`config.mk`:
```
export PLATFORM = sky130hd
export DESIGN_NAME = traffic_light_ctrl_timed_flat
export DESIGN_NICKNAME = d
export VERILOG_FILES = /design/src/rtl/traffic_light_ctrl_timed_pkg.sv /design/src/rtl/traffic_light_ctrl_timed_if.sv /design/src/rtl/traffic_light_ctrl_timed_phase_timer.sv /design/src/rtl/traffic_light_ctrl_timed.sv /design/src/flat_wrapper.sv
export SDC_FILE = /design/constraint.sdc
export NUM_CORES = 1
export LEC_CHECK = 0
export ABC_AREA = 1
export CAP_MARGIN = 10
export CELL_PAD_IN_SITES_DETAIL_PLACEMENT = 1
export CELL_PAD_IN_SITES_GLOBAL_PLACEMENT = 1
export CORE_UTILIZATION = 37
export CTS_BUF_LIST = sky130_fd_sc_hd__clkbuf_4
export CTS_CLUSTER_SIZE = 30
export DETAILED_ROUTE_END_ITERATION = 10
export HOLD_SLACK_MARGIN = 0.05
export PLACE_DENSITY = 0.83
export SETUP_SLACK_MARGIN = 0.15
export SYNTH_ARGS = -nofsm -noshare
export SYNTH_HDL_FRONTEND = slang
export SYNTH_SLANG_ARGS = --single-unit
```
`constraint.sdc`:
```
create_clock -name clk -period 2.7 [get_ports clk]
set_input_delay 0.405 -clock clk [delete_from_list [all_inputs] [get_ports clk]]
set_output_delay 0.405 -clock clk [all_outputs]
set_load 0.05 [all_outputs]
```
`src/rtl/traffic_light_ctrl_timed_pkg.sv`:
```
// Shared phase codes, lamp codes and small helpers for the timed intersection controller.
// Latency: n/a (constants only).
// Backpressure: n/a.
package tlc_pkg;

  typedef logic [2:0] lamp_t;

  // Phase codes; FLASH is only reachable when TLC_FLASH_MODE_EN is defined.
  localparam logic [2:0] HWY_G  = 3'd0;
  localparam logic [2:0] HWY_Y  = 3'd1;
  localparam logic [2:0] AR_1   = 3'd2;
  localparam logic [2:0] FARM_G = 3'd3;
  localparam logic [2:0] FARM_Y = 3'd4;
  localparam logic [2:0] AR_2   = 3'd5;
  localparam logic [2:0] FLASH  = 3'd6;

  // Lamp encoding {red,yellow,green}.
  localparam lamp_t LAMP_RED = 3'b100;
  localparam lamp_t LAMP_YEL = 3'b010;
  localparam lamp_t LAMP_GRN = 3'b001;
  localparam lamp_t LAMP_OFF = 3'b000;

  function automatic int max_of(input int a, input int b);
    return (a > b) ? a : b;
  endfunction

endpackage

```
`src/rtl/traffic_light_ctrl_timed_if.sv`:
```
// Sensor inputs and lamp/debug outputs of one intersection controller.
// Latency: n/a (wiring only). flash_mode exists only with TLC_FLASH_MODE_EN.
// Backpressure: none; lamps are level outputs, sensors are level inputs.
interface traffic_light_ctrl_timed_if;
  import tlc_pkg::*;

  logic       farm_car;
`ifdef TLC_FLASH_MODE_EN
  logic       flash_mode;
`endif
  lamp_t      light_highway;
  lamp_t      light_farm;
  logic [2:0] state_o;
  logic       req_pending;

`ifdef TLC_FLASH_MODE_EN
  modport master (output farm_car, output flash_mode,
                  input light_highway, input light_farm, input state_o, input req_pending);
  modport slave  (input farm_car, input flash_mode,
                  output light_highway, output light_farm, output state_o, output req_pending);
`else
  modport master (output farm_car,
                  input light_highway, input light_farm, input state_o, input req_pending);
  modport slave  (input farm_car,
                  output light_highway, output light_farm, output state_o, output req_pending);
`endif

endinterface

```
`src/rtl/traffic_light_ctrl_timed_phase_timer.sv`:
```
// Saturating up-counter: clears to 0 on clear, else counts up and holds at limit.
// Latency: count updates one cycle after clear/advance; at_limit is combinational from count.
// Backpressure: none.
module tlc_phase_timer #(
  parameter int W = 4
) (
  input  logic         clk,
  input  logic         rst_n,
  input  logic         clear,
  input  logic [W-1:0] limit,
  output logic [W-1:0] count,
  output logic         at_limit
);

  assign at_limit = (count >= limit);

  // Count up to the limit and stick there; clear has priority.
  always_ff @(posedge clk) begin
    if (!rst_n) begin
      count <= '0;
    end else if (clear) begin
      count <= '0;
    end else if (count < limit) begin
      count <= count + 1'b1;
    end
  end

endmodule

```
`src/rtl/traffic_light_ctrl_timed.sv`:
```
// Highway/farm intersection controller with programmable phase durations; TLC_FLASH_MODE_EN adds flash mode.
// Latency: lamps are a Moore decode of the registered phase, changing on the edge the phase changes.
// Backpressure: none; farm_car is latched as a request until the farm green is granted.
module traffic_light_ctrl_timed
  import tlc_pkg::*;
#(
  parameter int T_HWY_MIN    = 16,
  parameter int T_YELLOW     = 4,
  parameter int T_ALL_RED    = 2,
  parameter int T_FARM_MIN   = 6,
  parameter int T_FARM_MAX   = 12,
  parameter int T_FLASH_HALF = 8
) (
  input logic clk,
  input logic rst_n,
  traffic_light_ctrl_timed_if.slave bus
);

  localparam int CNT_W = $clog2(max_of(max_of(T_HWY_MIN, T_YELLOW),
                                       max_of(T_ALL_RED, T_FARM_MAX)) + 1);
  localparam logic [CNT_W-1:0] L_HWY  = CNT_W'(T_HWY_MIN - 1);
  localparam logic [CNT_W-1:0] L_YEL  = CNT_W'(T_YELLOW - 1);
  localparam logic [CNT_W-1:0] L_AR   = CNT_W'(T_ALL_RED - 1);
  localparam logic [CNT_W-1:0] L_FMIN = CNT_W'(T_FARM_MIN - 1);
  localparam logic [CNT_W-1:0] L_FMAX = CNT_W'(T_FARM_MAX - 1);

  if (T_HWY_MIN < 1 || T_YELLOW < 1 || T_ALL_RED < 1 || T_FARM_MIN < 1 ||
      T_FARM_MAX < T_FARM_MIN || T_FLASH_HALF < 1) begin : g_bad_params
    $error("traffic_light_ctrl_timed: illegal timing parameters");
  end

  logic [2:0]       state;
  logic [2:0]       state_nxt;
  logic             req_q;
  logic             flash_req;
  logic             lamp_lit;
  logic [CNT_W-1:0] ph_limit;
  logic [CNT_W-1:0] ph_cnt;
  logic             ph_at_lim;

`ifdef TLC_FLASH_MODE_EN
  localparam int FL_W = $clog2(T_FLASH_HALF + 1);
  localparam logic [FL_W-1:0] L_FLASH = FL_W'(T_FLASH_HALF - 1);

  logic [FL_W-1:0] fl_cnt;
  logic            fl_at_lim;
  logic            fl_lit;

  assign flash_req = bus.flash_mode;

  // Half-period timer restarts on every toggle and is held clear outside FLASH.
  tlc_phase_timer #(.W(FL_W)) u_flash_timer (
    .clk      (clk),
    .rst_n    (rst_n),
    .clear    ((state != FLASH) || fl_at_lim),
    .limit    (L_FLASH),
    .count    (fl_cnt),
    .at_limit (fl_at_lim)
  );

  // Flash starts lit and flips at the end of each half-period.
  always_ff @(posedge clk) begin
    if (!rst_n || state != FLASH) begin
      fl_lit <= 1'b1;
    end else if (fl_cnt == L_FLASH) begin
      fl_lit <= ~fl_lit;
    end
  end

  assign lamp_lit = fl_lit;
`else
  assign flash_req = 1'b0;
  assign lamp_lit  = 1'b1;
`endif

  // Each phase's timer saturates at its own exit point (FARM_G at its max-out point).
  always_comb begin
    ph_limit = '0;
    case (state)
      HWY_G:         ph_limit = L_HWY;
      HWY_Y, FARM_Y: ph_limit = L_YEL;
      AR_1, AR_2:    ph_limit = L_AR;
      FARM_G:        ph_limit = L_FMAX;
      default:       ph_limit = '0;
    endcase
  end

  tlc_phase_timer #(.W(CNT_W)) u_phase_timer (
    .clk      (clk),
    .rst_n    (rst_n),
    .clear    (state_nxt != state),
    .limit    (ph_limit),
    .count    (ph_cnt),
    .at_limit (ph_at_lim)
  );

  // Phase sequencing; unknown codes recover through all-red, never straight to a green.
  always_comb begin
    state_nxt = state;
    case (state)
      HWY_G:  if (flash_req || (ph_at_lim && req_q)) state_nxt = HWY_Y;
      HWY_Y:  if (ph_at_lim) state_nxt = AR_1;
      AR_1:   if (ph_at_lim) state_nxt = flash_req ? FLASH : FARM_G;
      FARM_G: if (flash_req || (ph_cnt >= L_FMIN && (!bus.farm_car || ph_at_lim)))
                state_nxt = FARM_Y;
      FARM_Y: if (ph_at_lim) state_nxt = AR_2;
      AR_2:   if (ph_at_lim) state_nxt = flash_req ? FLASH : HWY_G;
`ifdef TLC_FLASH_MODE_EN
      FLASH:  if (!flash_req) state_nxt = AR_2;
`endif
      default: state_nxt = AR_2;
    endcase
  end

  // Phase register; reset lands directly in highway green.
  always_ff @(posedge clk) begin
    if (!rst_n) begin
      state <= HWY_G;
    end else begin
      state <= state_nxt;
    end
  end

  // Farm request latch; granting the farm green clears it even if a car is seen that cycle.
  always_ff @(posedge clk) begin
    if (!rst_n) begin
      req_q <= 1'b0;
    end else if (state != FARM_G && state_nxt == FARM_G) begin
      req_q <= 1'b0;
    end else if (bus.farm_car && state != FARM_G) begin
      req_q <= 1'b1;
    end
  end

  // Moore lamp decode; any phase other than a green/yellow shows red both ways.
  always_comb begin
    bus.light_highway = LAMP_RED;
    bus.light_farm    = LAMP_RED;
    case (state)
      HWY_G:  bus.light_highway = LAMP_GRN;
      HWY_Y:  bus.light_highway = LAMP_YEL;
      FARM_G: bus.light_farm    = LAMP_GRN;
      FARM_Y: bus.light_farm    = LAMP_YEL;
      FLASH: begin
        bus.light_highway = lamp_lit ? LAMP_YEL : LAMP_OFF;
        bus.light_farm    = lamp_lit ? LAMP_RED : LAMP_OFF;
      end
      default: ;
    endcase
  end

  assign bus.state_o     = state;
  assign bus.req_pending = req_q;

endmodule

```
`src/flat_wrapper.sv`:
```
// flat-port wrapper written by rule: the top's interface ports become plain ports
module traffic_light_ctrl_timed_flat import tlc_pkg::*;
#(
  parameter int T_HWY_MIN    = 16,
  parameter int T_YELLOW     = 4,
  parameter int T_ALL_RED    = 2,
  parameter int T_FARM_MIN   = 6,
  parameter int T_FARM_MAX   = 12,
  parameter int T_FLASH_HALF = 8
)
  (clk, rst_n, bus_farm_car, bus_light_highway, bus_light_farm, bus_state_o, bus_req_pending);
  traffic_light_ctrl_timed_if bus_i ();
  input logic clk;
  input logic rst_n;
  input wire logic [$bits(bus_i.farm_car)-1:0] bus_farm_car;
  output wire logic [$bits(bus_i.light_highway)-1:0] bus_light_highway;
  output wire logic [$bits(bus_i.light_farm)-1:0] bus_light_farm;
  output wire logic [$bits(bus_i.state_o)-1:0] bus_state_o;
  output wire logic [$bits(bus_i.req_pending)-1:0] bus_req_pending;
  assign bus_i.farm_car = bus_farm_car;
  assign bus_light_highway = bus_i.light_highway;
  assign bus_light_farm = bus_i.light_farm;
  assign bus_state_o = bus_i.state_o;
  assign bus_req_pending = bus_i.req_pending;
  traffic_light_ctrl_timed #(.T_HWY_MIN(T_HWY_MIN), .T_YELLOW(T_YELLOW), .T_ALL_RED(T_ALL_RED), .T_FARM_MIN(T_FARM_MIN), .T_FARM_MAX(T_FARM_MAX), .T_FLASH_HALF(T_FLASH_HALF)) u_core (.clk(clk), .rst_n(rst_n), .bus(bus_i));
endmodule
```
==> results.yml, run 1 <==
placement:
  io_buffer_count: 12
  place.gp.congestion: 0.781
  place.detailed.hpwl_um: 1500
  total_placed_instance_area_um2: 866
timing:
  hold_viol_final: 0
  drv_slew: 0
  clock_skew_ns: 0.00959
  layout_min_cycle_time_ns: 2.36
  timing.final.crit_share_pct: 87.5
  achievable-frequency_ghz: 0.423
  grt_setup_unrepaired: "no"
  setup_viol: 0
  slew_headroom_pct: 66.2
  setup_total_negative_slack_ns: 0
  worst-slew-pin-transition_ns: 0.505
floorplanning:
  core_um2: 1750
  die_x_um: 45.2
  ports: 13
  chipHeight_um: 45.2
  die_area_um2: 2050
  row_count: 15
  initial_utilization_pct: 39.6
synthesis:
  synth_flop_cell: "sky130_fd_sc_hd__dfxtp_1"
  synthesis.area_per_instance_um2: 6.53
  synth_seq_area_share_pct: 26.0
  synth_edf_count: 0
  yosys.cell_count.top_type: "sky130_fd_sc_hd__nand2_1"
  yosys.area.top_type_share_pct: 26.0
  synthesis.instances: 106
  synth.distinct_cells: 18
  netlist_area_um2: 692
  cells_taking_the_most_area_after_synthesis: "sky130_fd_sc_hd__dfxtp_1 (26%), sky130_fd_sc_hd__nand2_1 (13%), sky130_fd_sc_hd__inv_1 (11%)"
  yosys.area.top_type: "sky130_fd_sc_hd__dfxtp_1"
  asyncSetResetFlopFracSynth_pct: 0
  synth_seq_cells: 9
  synth_commonest_cells: "sky130_fd_sc_hd__nand2_1 (24), sky130_fd_sc_hd__inv_1 (21), sky130_fd_sc_hd__nor2_1 (16), sky130_fd_sc_hd__dfxtp_1 (9), sky130_fd_sc_hd__ha_1 (6)"
  syn-num-nets: 115
  yosys_warnings: 0
drt:
  drcViolationCount: 0
  dr_wl_cell_um: 12.6
  route.detailed.vias_per_inst: 4.99
  firstDrtPassIters: 4
  detailedRoute.firstIterationViolations: 10
  finalWirelength_um: 1870
  ant_nets: 0
  vias: 738
global_routing:
  gr-max-usage-layer: "met2"
  grt_util_met2_pct: 38.0
  gr_layer_usage_met3_pct: 3.60
  globalRoute.totalOverflow: 0
  antenna_found_initial: 0
  via_count_of_the_first_global_routing_pass: 693
  grt_max_degree: 8
  grt_util_met1_pct: 24.9
  wire_length_of_the_first_global_routing_pass_um: 3060
  global_route.usage.total_pct: 21.7
worst_setup_path:
  required_ns: 2.30
  regToRegEndpoint: "u_core.u_phase_timer.count[4]$_SDFFE_PP0N_"
  crit_type: "flop to output port"
  timing.critical_path.arrival_ns: 1.96
  timing.rr.start: "u_core.bus.state_o[1]$_SDFF_PN0_"
  critical_path.max_fanout: 7
  timing.critical_path.to_type: "output port"
  rr_worst_depth: 15
  cp-start-kind: "flop"
  reg2reg_slack_ns: 0.41
clock_tree:
  post_cts_buffers: 0
  count_of_clock_tree_sinks: 9
  clock_tree_from_tritoncts: "done"
  ctsHoldBuffers: 0
  clock_path_buffers: 2
  clock_latency_ns: 0.27
  clkTransAtPathRegs_ns: 0.07
  ctsHtreeMaxLevel: 1
  cts_root_buf: "sky130_fd_sc_hd__clkbuf_4"
  cts_inserted_buffers: 3
hold_path:
  worst_hold_path.endpoint: "u_core.bus.req_pending$_SDFFE_PP0P_"
  hold_class: "flop to flop"
  worst_hold_startpoint: "u_core.bus.req_pending$_SDFFE_PP0P_"
  min_delay_path_depth: 2
layout:
  drive_gt1_share_pct: 14.6
  fin_area_um2: 895
  layout-area-overhead-vs-synth_pct: 29.3
  fill_cells: 243
  final_net_count: 133
  diodes: 0
status:
  run_status: "complete, no violations"
power_and_ir_drop:
  vdd_ir_drop_max_mv: 0.278
  powerDensity_nw_per_um2: 333
  leakagePower_nw: 0.457
flow_run:
  max_cap_violations: 0
cells by family (layout without fill, tap and decap cells):
| family | Yosys count | after routing | share of synthesized area [%] |
|---|---|---|---|
| buffers and inverters | 21 | 38 | 11.4 |
| XOR/XNOR | 3 | 3 | 3.80 |
| AND/OR/NAND/NOR | 55 | 55 | 37.1 |
| adder cells (fa/ha/maj) | 6 | 6 | 10.8 |
| flip-flops | 9 | 9 | 26.0 |
| AO/OA/AOI/OAI | 12 | 12 | 10.8 |
routing by layer:
metal	vias to the layer above	part of all wire, %
met5	-	0
met4	0	2.7
met3	7	3.4
met1	346	45
met2	16	49
li1	369	-
placed cells by master, fill, tap and decap left out, drive strengths merged:
| master | netlist | routed |
|---|---|---|
| nand3 | 7 | 7 |
| or2 | 2 | 2 |
| inv | 21 | 21 |
| nand4 | 2 | 2 |
| buf | 0 | 1 |
| a31o | 1 | 1 |
| clkdlybuf4s50 | 0 | 11 |
| a21oi | 6 | 6 |
| ha | 6 | 6 |
| dlygate4sd2 | 0 | 1 |
| nor3 | 2 | 2 |
| dfxtp | 9 | 9 |
| o21ai | 5 | 5 |
| xor2 | 3 | 3 |
| clkbuf | 0 | 4 |
| nand3b | 1 | 1 |
| nand2 | 24 | 24 |
| nor2 | 17 | 17 |
report_power, final:
group | total, W | switching, W | internal (W)
logic | 0.0000348 | 0.0000200 | 0.0000148
registers | 0.000143 | 0.00000697 | 0.000136
clock network | 0.000120 | 0.0000530 | 0.0000672
total | 0.000298 | 0.0000800 | 0.000218
what timing repair did:
item	4_1_cts	5_1_grt
resized for setup	1	1
pin swaps	0	0
endpoints found under the hold margin	0	0
setup endpoints to repair	1	4
state kept, by name, summed over array words and instances, names as in the netlist:
| register | flops |
|---|---|
| u_core.u_phase_timer.count | 5 |
| u_core.bus.state_o | 3 |
| u_core.bus.req_pending | 1 |
final cells by class:
cell class	count	area (um2)	share of cell area [%]
repair buffers	13	126	14.1
inverters	21	78.8	8.81
well taps	25	31.3	3.50
clock buffers	4	30.0	3.36
multi-input cells	76	439	49.1
flip-flops and latches	9	189	21.1
worst max path at each step:
| stage | start | end | slack, ns | depth (start not counted) |
|---|---|---|---|---|
| after floorplan | u_core.bus.state_o[1]$_SDFF_PN0_ | u_core.u_phase_timer.count[4]$_SDFFE_PP0N_ | 0.22 | 12 |
| after global placement | u_core.bus.state_o[1]$_SDFF_PN0_ | u_core.u_phase_timer.count[1]$_SDFFE_PP0N_ | 0.47 | 15 |
| after detailed placement | u_core.bus.state_o[2]$_SDFF_PN0_ | bus_light_highway[2] | 0.42 | 6 |
| after CTS | u_core.bus.state_o[1]$_SDFF_PN0_ | bus_light_highway[1] | 0.36 | 5 |
| after global routing | u_core.bus.state_o[1]$_SDFF_PN0_ | u_core.u_phase_timer.count[4]$_SDFFE_PP0N_ | 0.18 | 15 |
| final | u_core.bus.state_o[1]$_SDFF_PN0_ | bus_light_highway[1] | 0.34 | 5 |
critical path, cell delays in order (launching register included):
cell and delay [ns]:
sky130_fd_sc_hd__dfxtp_4 0.39, sky130_fd_sc_hd__inv_1 0.09, sky130_fd_sc_hd__nor2_1 0.13, sky130_fd_sc_hd__inv_1 0.09, sky130_fd_sc_hd__o21ai_1 0.16, sky130_fd_sc_hd__clkdlybuf4s50_1 0.83
stage by stage:
step / utilization [%] / hold WS (ns) / power (W) / worst slack, ns / instances
3_5_place_dp: 49.6 / 0.512 / 0.000181 / 0.422 / 144
4_1_cts: 51.3 / 0.522 / 0.000301 / 0.356 / 148
5_1_grt: 51.3 / 0.547 / 0.000314 / 0.180 / 148
6_report: 51.3 / 0.523 / 0.000298 / 0.336 / 148
3_3_place_gp: 49.6 / 0.496 / 0.000178 / 0.471 / 144
2_1_floorplan: - / 0.541 / 0.000167 / 0.220 / 106
(Power assumes the default switching activity.)
==> run 2, diff against run 1 <==
Settings changed: CORE_UTILIZATION 37 to 38, SYNTH_HIERARCHICAL set to 1.
==> results.yml, run 2 <==
synthesis:
  synth_edf_count: 0
  synth_seq_cells: 9
  yosys.area.top_type_share_pct: 23.0
  syn-num-nets: 129
  synth_seq_area_share_pct: 23.0
  yosys_warnings: 6
  synth.distinct_cells: 24
  asyncSetResetFlopFracSynth_pct: 0
  synthesis.area_per_instance_um2: 6.54
  yosys.area.top_type: "sky130_fd_sc_hd__dfxtp_1"
  synth_flop_cell: "sky130_fd_sc_hd__dfxtp_1"
  cells_taking_the_most_area_after_synthesis: "sky130_fd_sc_hd__dfxtp_1 (23%), sky130_fd_sc_hd__nand2_1 (13%), sky130_fd_sc_hd__ha_1 (9.6%)"
  yosys.cell_count.top_type: "sky130_fd_sc_hd__nand2_1"
  netlist_area_um2: 785
  synthesis.instances: 120
  synth_commonest_cells: "sky130_fd_sc_hd__nand2_1 (28), sky130_fd_sc_hd__inv_1 (18), sky130_fd_sc_hd__nor2_1 (14), sky130_fd_sc_hd__dfxtp_1 (9)"
global_routing:
  antenna_found_initial: 0
  global_route.usage.total_pct: 22.3
  via_count_of_the_first_global_routing_pass: 768
  wire_length_of_the_first_global_routing_pass_um: 3460
  globalRoute.totalOverflow: 0
  grt_max_degree: 9
layout:
  final_net_count: 164
  commonest_non_fill_non_tap_cell_in_the_layout: "sky130_fd_sc_hd__nand2_1"
  number_of_flip_flops_under_the_largest_register_name: 5
  layout-area-overhead-vs-synth_pct: 49.4
  final_cell_mix: "sky130_fd_sc_hd__nand2_1 (21), sky130_fd_sc_hd__buf_4 (19), sky130_fd_sc_hd__inv_1 (15), sky130_fd_sc_hd__nor2_1 (13), sky130_fd_sc_hd__clkdlybuf4s50_1 (12)"
  post_layout_utilization_of_the_core_pct: 60.4
  diodes: 0
  fill_cells: 260
  number_of_standard_cells_in_the_final_layout_excluding_fillers: 181
  registers.top_by_ff_count: "u_core/u_phase_timer/count"
  drive_gt1_share_pct: 36.4
power_and_ir_drop:
  finalPower_w: 0.000309
  leakagePower_nw: 0.597
  comb_power_share_pct: 13.8
  net-switching-power_w: 0.0000878
  vdd_ir_drop_max_mv: 0.354
  clock_power_share_pct: 40.0
  switching_share_pct: 28.4
  powerDensity_nw_per_um2: 264
  p_int_w: 0.000221
  seqPwrFrac_pct: 46.2
clock_tree:
  cts_root_buf: "sky130_fd_sc_hd__clkbuf_4"
  clock_path_buffers: 2
  clkTransAtPathRegs_ns: 0.07
  clock_tree_from_tritoncts: "done"
  clock_latency_ns: 0.27
  cts_inserted_buffers: 3
  count_of_clock_tree_sinks: 9
  ctsHtreeMaxLevel: 1
  ctsHoldBuffers: 0
drt:
  detailedRoute.firstIterationViolations: 12
  amount_of_wire_on_met2_after_detailed_routing_um: 1460
  firstDrtPassIters: 4
  vias: 918
  dr_wl_cell_um: 15.2
  drcViolationCount: 0
  wirelength_met1_um: 1210
  route.met3.wl_um: 47
  dr.max_layer_used: "met4"
  finalWirelength_um: 2750
  route.detailed.vias_per_inst: 5.07
  ant_nets: 0
worst_setup_path:
  cp-start-kind: "flop"
  crit_type: "flop to flop"
  timing.critical_path.slowest_stage_cell: "sky130_fd_sc_hd__dfxtp_4"
  regToRegEndpoint: "u_core/u_phase_timer/count[0]$_SDFFE_PP0N_"
  rr_worst_depth: 22
  reg2reg_slack_ns: 0.22
  critPathMostFrequentCell: "sky130_fd_sc_hd__nand2_2"
  slowest_delay_ns: 0.38
  timing.rr.start: "u_core/bus.state_o[1]$_SDFF_PN0_"
  worst_path_cell_chain: "nor2_2 -> inv_2 -> o21ai_2 -> inv_1 -> ha_1 -> nand2_2 -> nor2_4 -> nand2_2 -> nand3_4 -> inv_4 -> nand2_4 -> inv_4 -> nand3_2 -> nand2_2 -> nor2_4 -> nand2_1 -> nand2_1 -> nand3_2 -> inv_2 -> nand2_4 -> o21bai_1 -> nor2_1"
  critical_path.max_fanout: 5
  timing.critical_path.to_type: "flop"
  timing.critical_path.arrival_ns: 2.69
  required_ns: 2.91
  path_delay_family: "simple AND/OR/NAND/NOR gates"
  worst-path-buf-inv: 5
floorplanning:
  row_count: 16
  initial_utilization_pct: 40.4
  die_area_um2: 2250
  ports: 13
  chipHeight_um: 47.4
  die_x_um: 47.4
  core_um2: 1940
placement:
  io_buffer_count: 12
  place.gp.congestion: 0.843
  place.detailed.hpwl_um: 1660
  post-place-cells: 161
timing:
  hold_viol_final: 0
  slew_headroom_pct: 64.9
  layout_min_cycle_time_ns: 2.48
  grt_setup_unrepaired: "yes"
  timing.final.crit_share_pct: 91.9
  setup_total_negative_slack_ns: 0
  achievable-frequency_ghz: 0.403
  drv_slew: 0
  setup_viol: 0
  worst-slew-pin-transition_ns: 0.524
  clock_skew_ns: 0.00545
  tightest_hold_margin_ns: 0.534
hold_path:
  min_delay_path_depth: 2
  hold_class: "flop to flop"
  worst_hold_path.endpoint: "u_core/bus.req_pending$_SDFFE_PP0P_"
  worst_hold_startpoint: "u_core/bus.req_pending$_SDFFE_PP0P_"
status:
  run_status: "complete, no violations"
flow_run:
  max_cap_violations: 0
-- run 2: how the worst max path moves through the flow --
stage | start | endpoint | slack [ns] | depth (start not counted)
after floorplan | u_core/bus.state_o[0]$_SDFF_PN0_ | u_core/u_phase_timer/count[1]$_SDFFE_PP0N_ | 0.07 | 24
after global placement | u_core/bus.state_o[2]$_SDFF_PN0_ | u_core/u_phase_timer/count[1]$_SDFFE_PP0N_ | 0.13 | 24
after detailed placement | u_core/bus.state_o[2]$_SDFF_PN0_ | u_core/u_phase_timer/count[0]$_SDFFE_PP0N_ | 0.05 | 24
after CTS | u_core/bus.state_o[1]$_SDFF_PN0_ | u_core/u_phase_timer/count[0]$_SDFFE_PP0N_ | 0.15 | 22
after global routing | u_core/bus.state_o[1]$_SDFF_PN0_ | u_core/u_phase_timer/count[0]$_SDFFE_PP0N_ | 0.07 | 22
final | u_core/bus.state_o[1]$_SDFF_PN0_ | u_core/u_phase_timer/count[0]$_SDFFE_PP0N_ | 0.22 | 22
-- run 2: power groups by stage --
| stage | Combinational (W) | Clock [W] | Sequential (W) |
|---|---|---|---|
| 3_5_place_dp | 0.0000357 | 0 | 0.000145 |
| 2_1_floorplan | 0.0000185 | 0 | 0.000148 |
| 4_1_cts | 0.0000360 | 0.000117 | 0.000142 |
| 3_3_place_gp | 0.0000342 | 0 | 0.000145 |
| 5_1_grt | 0.0000455 | 0.000132 | 0.000143 |
| 6_report | 0.0000425 | 0.000124 | 0.000143 |
-- run 2: worst register-to-register path: cells and delay by family (launching register included) --
kind,cells,cell delay [ns]
flip-flops,1,0.38
AND/OR/NAND/NOR,14,1.23
adder cells (fa/ha/maj),1,0.28
buffers and inverters,5,0.28
AO/OA/AOI/OAI,2,0.26
-- run 2: what timing repair did --
item	in CTS	in global routing
buffers inserted	4	12
setup endpoints to repair	2	5
resized for setup	1	17
pin swaps	2	13
-- run 2: metal layers --
layer / GRT usage [%] / vias to the layer above
li1: - / 453
met1: 27.7 / 449
met2: 40.0 / 12
met3: 2.26 / 4
met4: 6.86 / 0
met5: 0 / -
-- run 2: cell families after synthesis --
group | synth area share, %
simple gates | 40.2
compound gates | 13.7
fa+ha+maj | 9.57
other cells | 0.478
buf+inv | 12.0
xor+xnor | 1.12
flops | 23.0
-- run 2: per-stage QoR --
stage	setup WS (ns)	cell area, um2
2_1_floorplan	0.0714	803
3_3_place_gp	0.132	968
3_5_place_dp	0.0499	968
4_1_cts	0.152	1030
5_1_grt	0.0736	1170
6_report	0.219	1170
-- run 2: final cells by class --
| cell class | instances | area, um2 | area share (%) |
|---|---|---|---|
| sequential | 9 | 189 | 16.1 |
| timing repair buffer | 31 | 263 | 22.4 |
| tap | 27 | 33.8 | 2.88 |
| clock buffer | 4 | 30.0 | 2.56 |
| multi-input combinational | 88 | 559 | 47.7 |
| inverter | 22 | 97.6 | 8.32 |
==> run 3, diff against run 2 <==
Settings changed: CORE_MARGIN set to 1.5.
==> results.yml, run 3 (synthesis results as in run 2) <==
floorplanning:
  die_area_um2: 2350
  chipHeight_um: 48.4
  die_x_um: 48.4
  row_count: 16
  initial_utilization_pct: 40.0
  core_um2: 1960
  ports: 13
worst_setup_path:
  rr_worst_depth: 22
  critical_path_depth: 22
  worst_path_cell_chain: "nor2_4 -> inv_2 -> nor2_1 -> inv_1 -> ha_4 -> nand2_1 -> nor2_4 -> nand2_4 -> nand3_4 -> inv_4 -> nand2_4 -> inv_4 -> nand3_2 -> nand2_2 -> nor2_4 -> nand2_1 -> nand2_1 -> nand3_1 -> inv_1 -> nand2_2 -> o21bai_1 -> nor2_1"
  timing.critical_path.arrival_ns: 2.80
  critical_path.max_fanout: 8
  path_delay_family: "simple AND/OR/NAND/NOR gates"
  crit_type: "flop to flop"
  worst-path-buf-inv: 5
  timing.critical_path.to_type: "flop"
  required_ns: 2.90
  cp-start-kind: "flop"
  timing.critical_path.slowest_stage_cell: "sky130_fd_sc_hd__dfxtp_4"
  slowest_delay_ns: 0.39
drt:
  firstDrtPassIters: 4
  dr_wl_cell_um: 16.0
  drcViolationCount: 0
  finalWirelength_um: 2930
  route.detailed.vias_per_inst: 5.20
  detailedRoute.firstIterationViolations: 18
  vias: 951
  ant_nets: 0
layout:
  final_net_count: 166
  registers.top_by_ff_count: "u_core/u_phase_timer/count"
  drive_gt1_share_pct: 37.2
  final_cell_mix: "sky130_fd_sc_hd__nand2_1 (22), sky130_fd_sc_hd__buf_4 (21), sky130_fd_sc_hd__inv_1 (16), sky130_fd_sc_hd__nor2_1 (13), sky130_fd_sc_hd__clkdlybuf4s50_1 (12)"
  fin_area_um2: 1210
  commonest_non_fill_non_tap_cell_in_the_layout: "sky130_fd_sc_hd__nand2_1"
  layout-area-overhead-vs-synth_pct: 54.7
  number_of_standard_cells_in_the_final_layout_excluding_fillers: 183
  number_of_flip_flops_under_the_largest_register_name: 5
  diodes: 0
clock_tree:
  cts_inserted_buffers: 3
  clkTransAtPathRegs_ns: 0.07
  clock_path_buffers: 2
  ctsHtreeMaxLevel: 1
  cts_root_buf: "sky130_fd_sc_hd__clkbuf_4"
  clock_latency_ns: 0.26
  clock_tree_from_tritoncts: "done"
  count_of_clock_tree_sinks: 9
  ctsHoldBuffers: 0
power_and_ir_drop:
  comb_power_share_pct: 13.3
  net-switching-power_w: 0.0000850
  powerDensity_nw_per_um2: 252
  switching_share_pct: 27.8
  vdd_ir_drop_max_mv: 0.242
  p_int_w: 0.000221
  clock_power_share_pct: 38.9
  leakagePower_nw: 0.601
  seqPwrFrac_pct: 47.8
hold_path:
  min_delay_path_depth: 2
  hold_class: "flop to flop"
timing:
  hold_viol_final: 0
  slew_headroom_pct: 66.2
  worst_slack_ns: 0.106
  achievable-frequency_ghz: 0.386
  clock_skew_ns: 0.00841
  worst-slew-pin-transition_ns: 0.505
  tightest_hold_margin_ns: 0.553
  layout_min_cycle_time_ns: 2.59
  timing.final.crit_share_pct: 96.1
  drv_slew: 0
  grt_setup_unrepaired: "yes"
  setup_viol: 0
global_routing:
  global_route.usage.total_pct: 17.9
  grt_max_degree: 11
  globalRoute.totalOverflow: 0
  wire_length_of_the_first_global_routing_pass_um: 3460
  antenna_found_initial: 0
  via_count_of_the_first_global_routing_pass: 829
placement:
  place.gp.congestion: 0.767
  io_buffer_count: 12
  total_placed_instance_area_um2: 961
  pre_cts_ws_ns: 0.106
  place.detailed.hpwl_um: 1590
  post-place-cells: 160
flow_run:
  max_cap_violations: 0
status:
  run_status: "complete, no violations"
[run 3: cell types whose count changed in the layout (fill, tap and decap cells not counted), moves of 2 or more]
cell | previous run | this run
sky130_fd_sc_hd__a21oi_1 | 8 | 6
sky130_fd_sc_hd__a21oi_2 | 2 | 4
sky130_fd_sc_hd__buf_4 | 19 | 21
sky130_fd_sc_hd__ha_1 | 6 | 4
sky130_fd_sc_hd__ha_4 | 0 | 2
sky130_fd_sc_hd__nand2_2 | 7 | 5
[run 3: what timing repair did]
action / 4_1_cts / 5_1_grt
resized for setup: 3 / 15
buffers inserted: 2 / 17
hold endpoints to repair: 0 / 0
endpoints found under the setup margin: 2 / 5
pin swaps: 2 / 12
[run 3: power groups by stage]
stage / Clock, W / Sequential, W / Combinational, W
after global placement: 0 / 0.000147 / 0.0000303
final: 0.000119 / 0.000146 / 0.0000407
after detailed placement: 0 / 0.000147 / 0.0000313
after floorplan: 0 / 0.000148 / 0.0000185
after global routing: 0.000130 / 0.000146 / 0.0000444
after CTS: 0.000119 / 0.000144 / 0.0000315
[run 3: path summary, 6_finish.rpt]
check	from	end	slack (ns)
worst max-delay path	u_core/bus.state_o[0]$_SDFF_PN0_	u_core/u_phase_timer/count[0]$_SDFFE_PP0N_	0.11
worst min register to register	u_core/u_phase_timer/count[4]$_SDFFE_PP0N_	u_core/u_phase_timer/count[4]$_SDFFE_PP0N_	0.55
worst max register to register	u_core/bus.state_o[0]$_SDFF_PN0_	u_core/u_phase_timer/count[0]$_SDFFE_PP0N_	0.11
worst min-delay path	u_core/u_phase_timer/count[4]$_SDFFE_PP0N_	u_core/u_phase_timer/count[4]$_SDFFE_PP0N_	0.55
[run 3: layout make-up]
cell class	count	area (um2)
Clock buffer	4	30.0
Fill cell	268	748
Inverter	22	92.6
Multi-Input combinational cell	88	591
Sequential cell	9	189
Tap cell	27	33.8
Timing Repair Buffer	33	278
[run 3: tightest hold or removal path, delay by kind of cell, from the launching register on]
kind	cells	cell delay [ns]
DFF	1	0.37
and+or+nand+nor	1	0.10
AOI/OAI and AO/OA	1	0.04
[run 3: routing by layer]
metal  GRT usage, %  share of wire, %  up-vias
met5              0                 0        -
met4           2.86               4.9        0
met3           2.78               3.3       15
met2           32.2                52       32
met1           23.0                40      452
li1               -                 -      452
[run 3: metrics by stage]
stage / util, % / total power, W / setup TNS [ns]
after global routing: 61.9 / 0.000320 / -0.247
after global placement: 49.0 / 0.000177 / 0
final: 61.9 / 0.000306 / 0
after detailed placement: 49.0 / 0.000178 / 0
after CTS: 51.7 / 0.000295 / 0
after floorplan: - / 0.000167 / 0
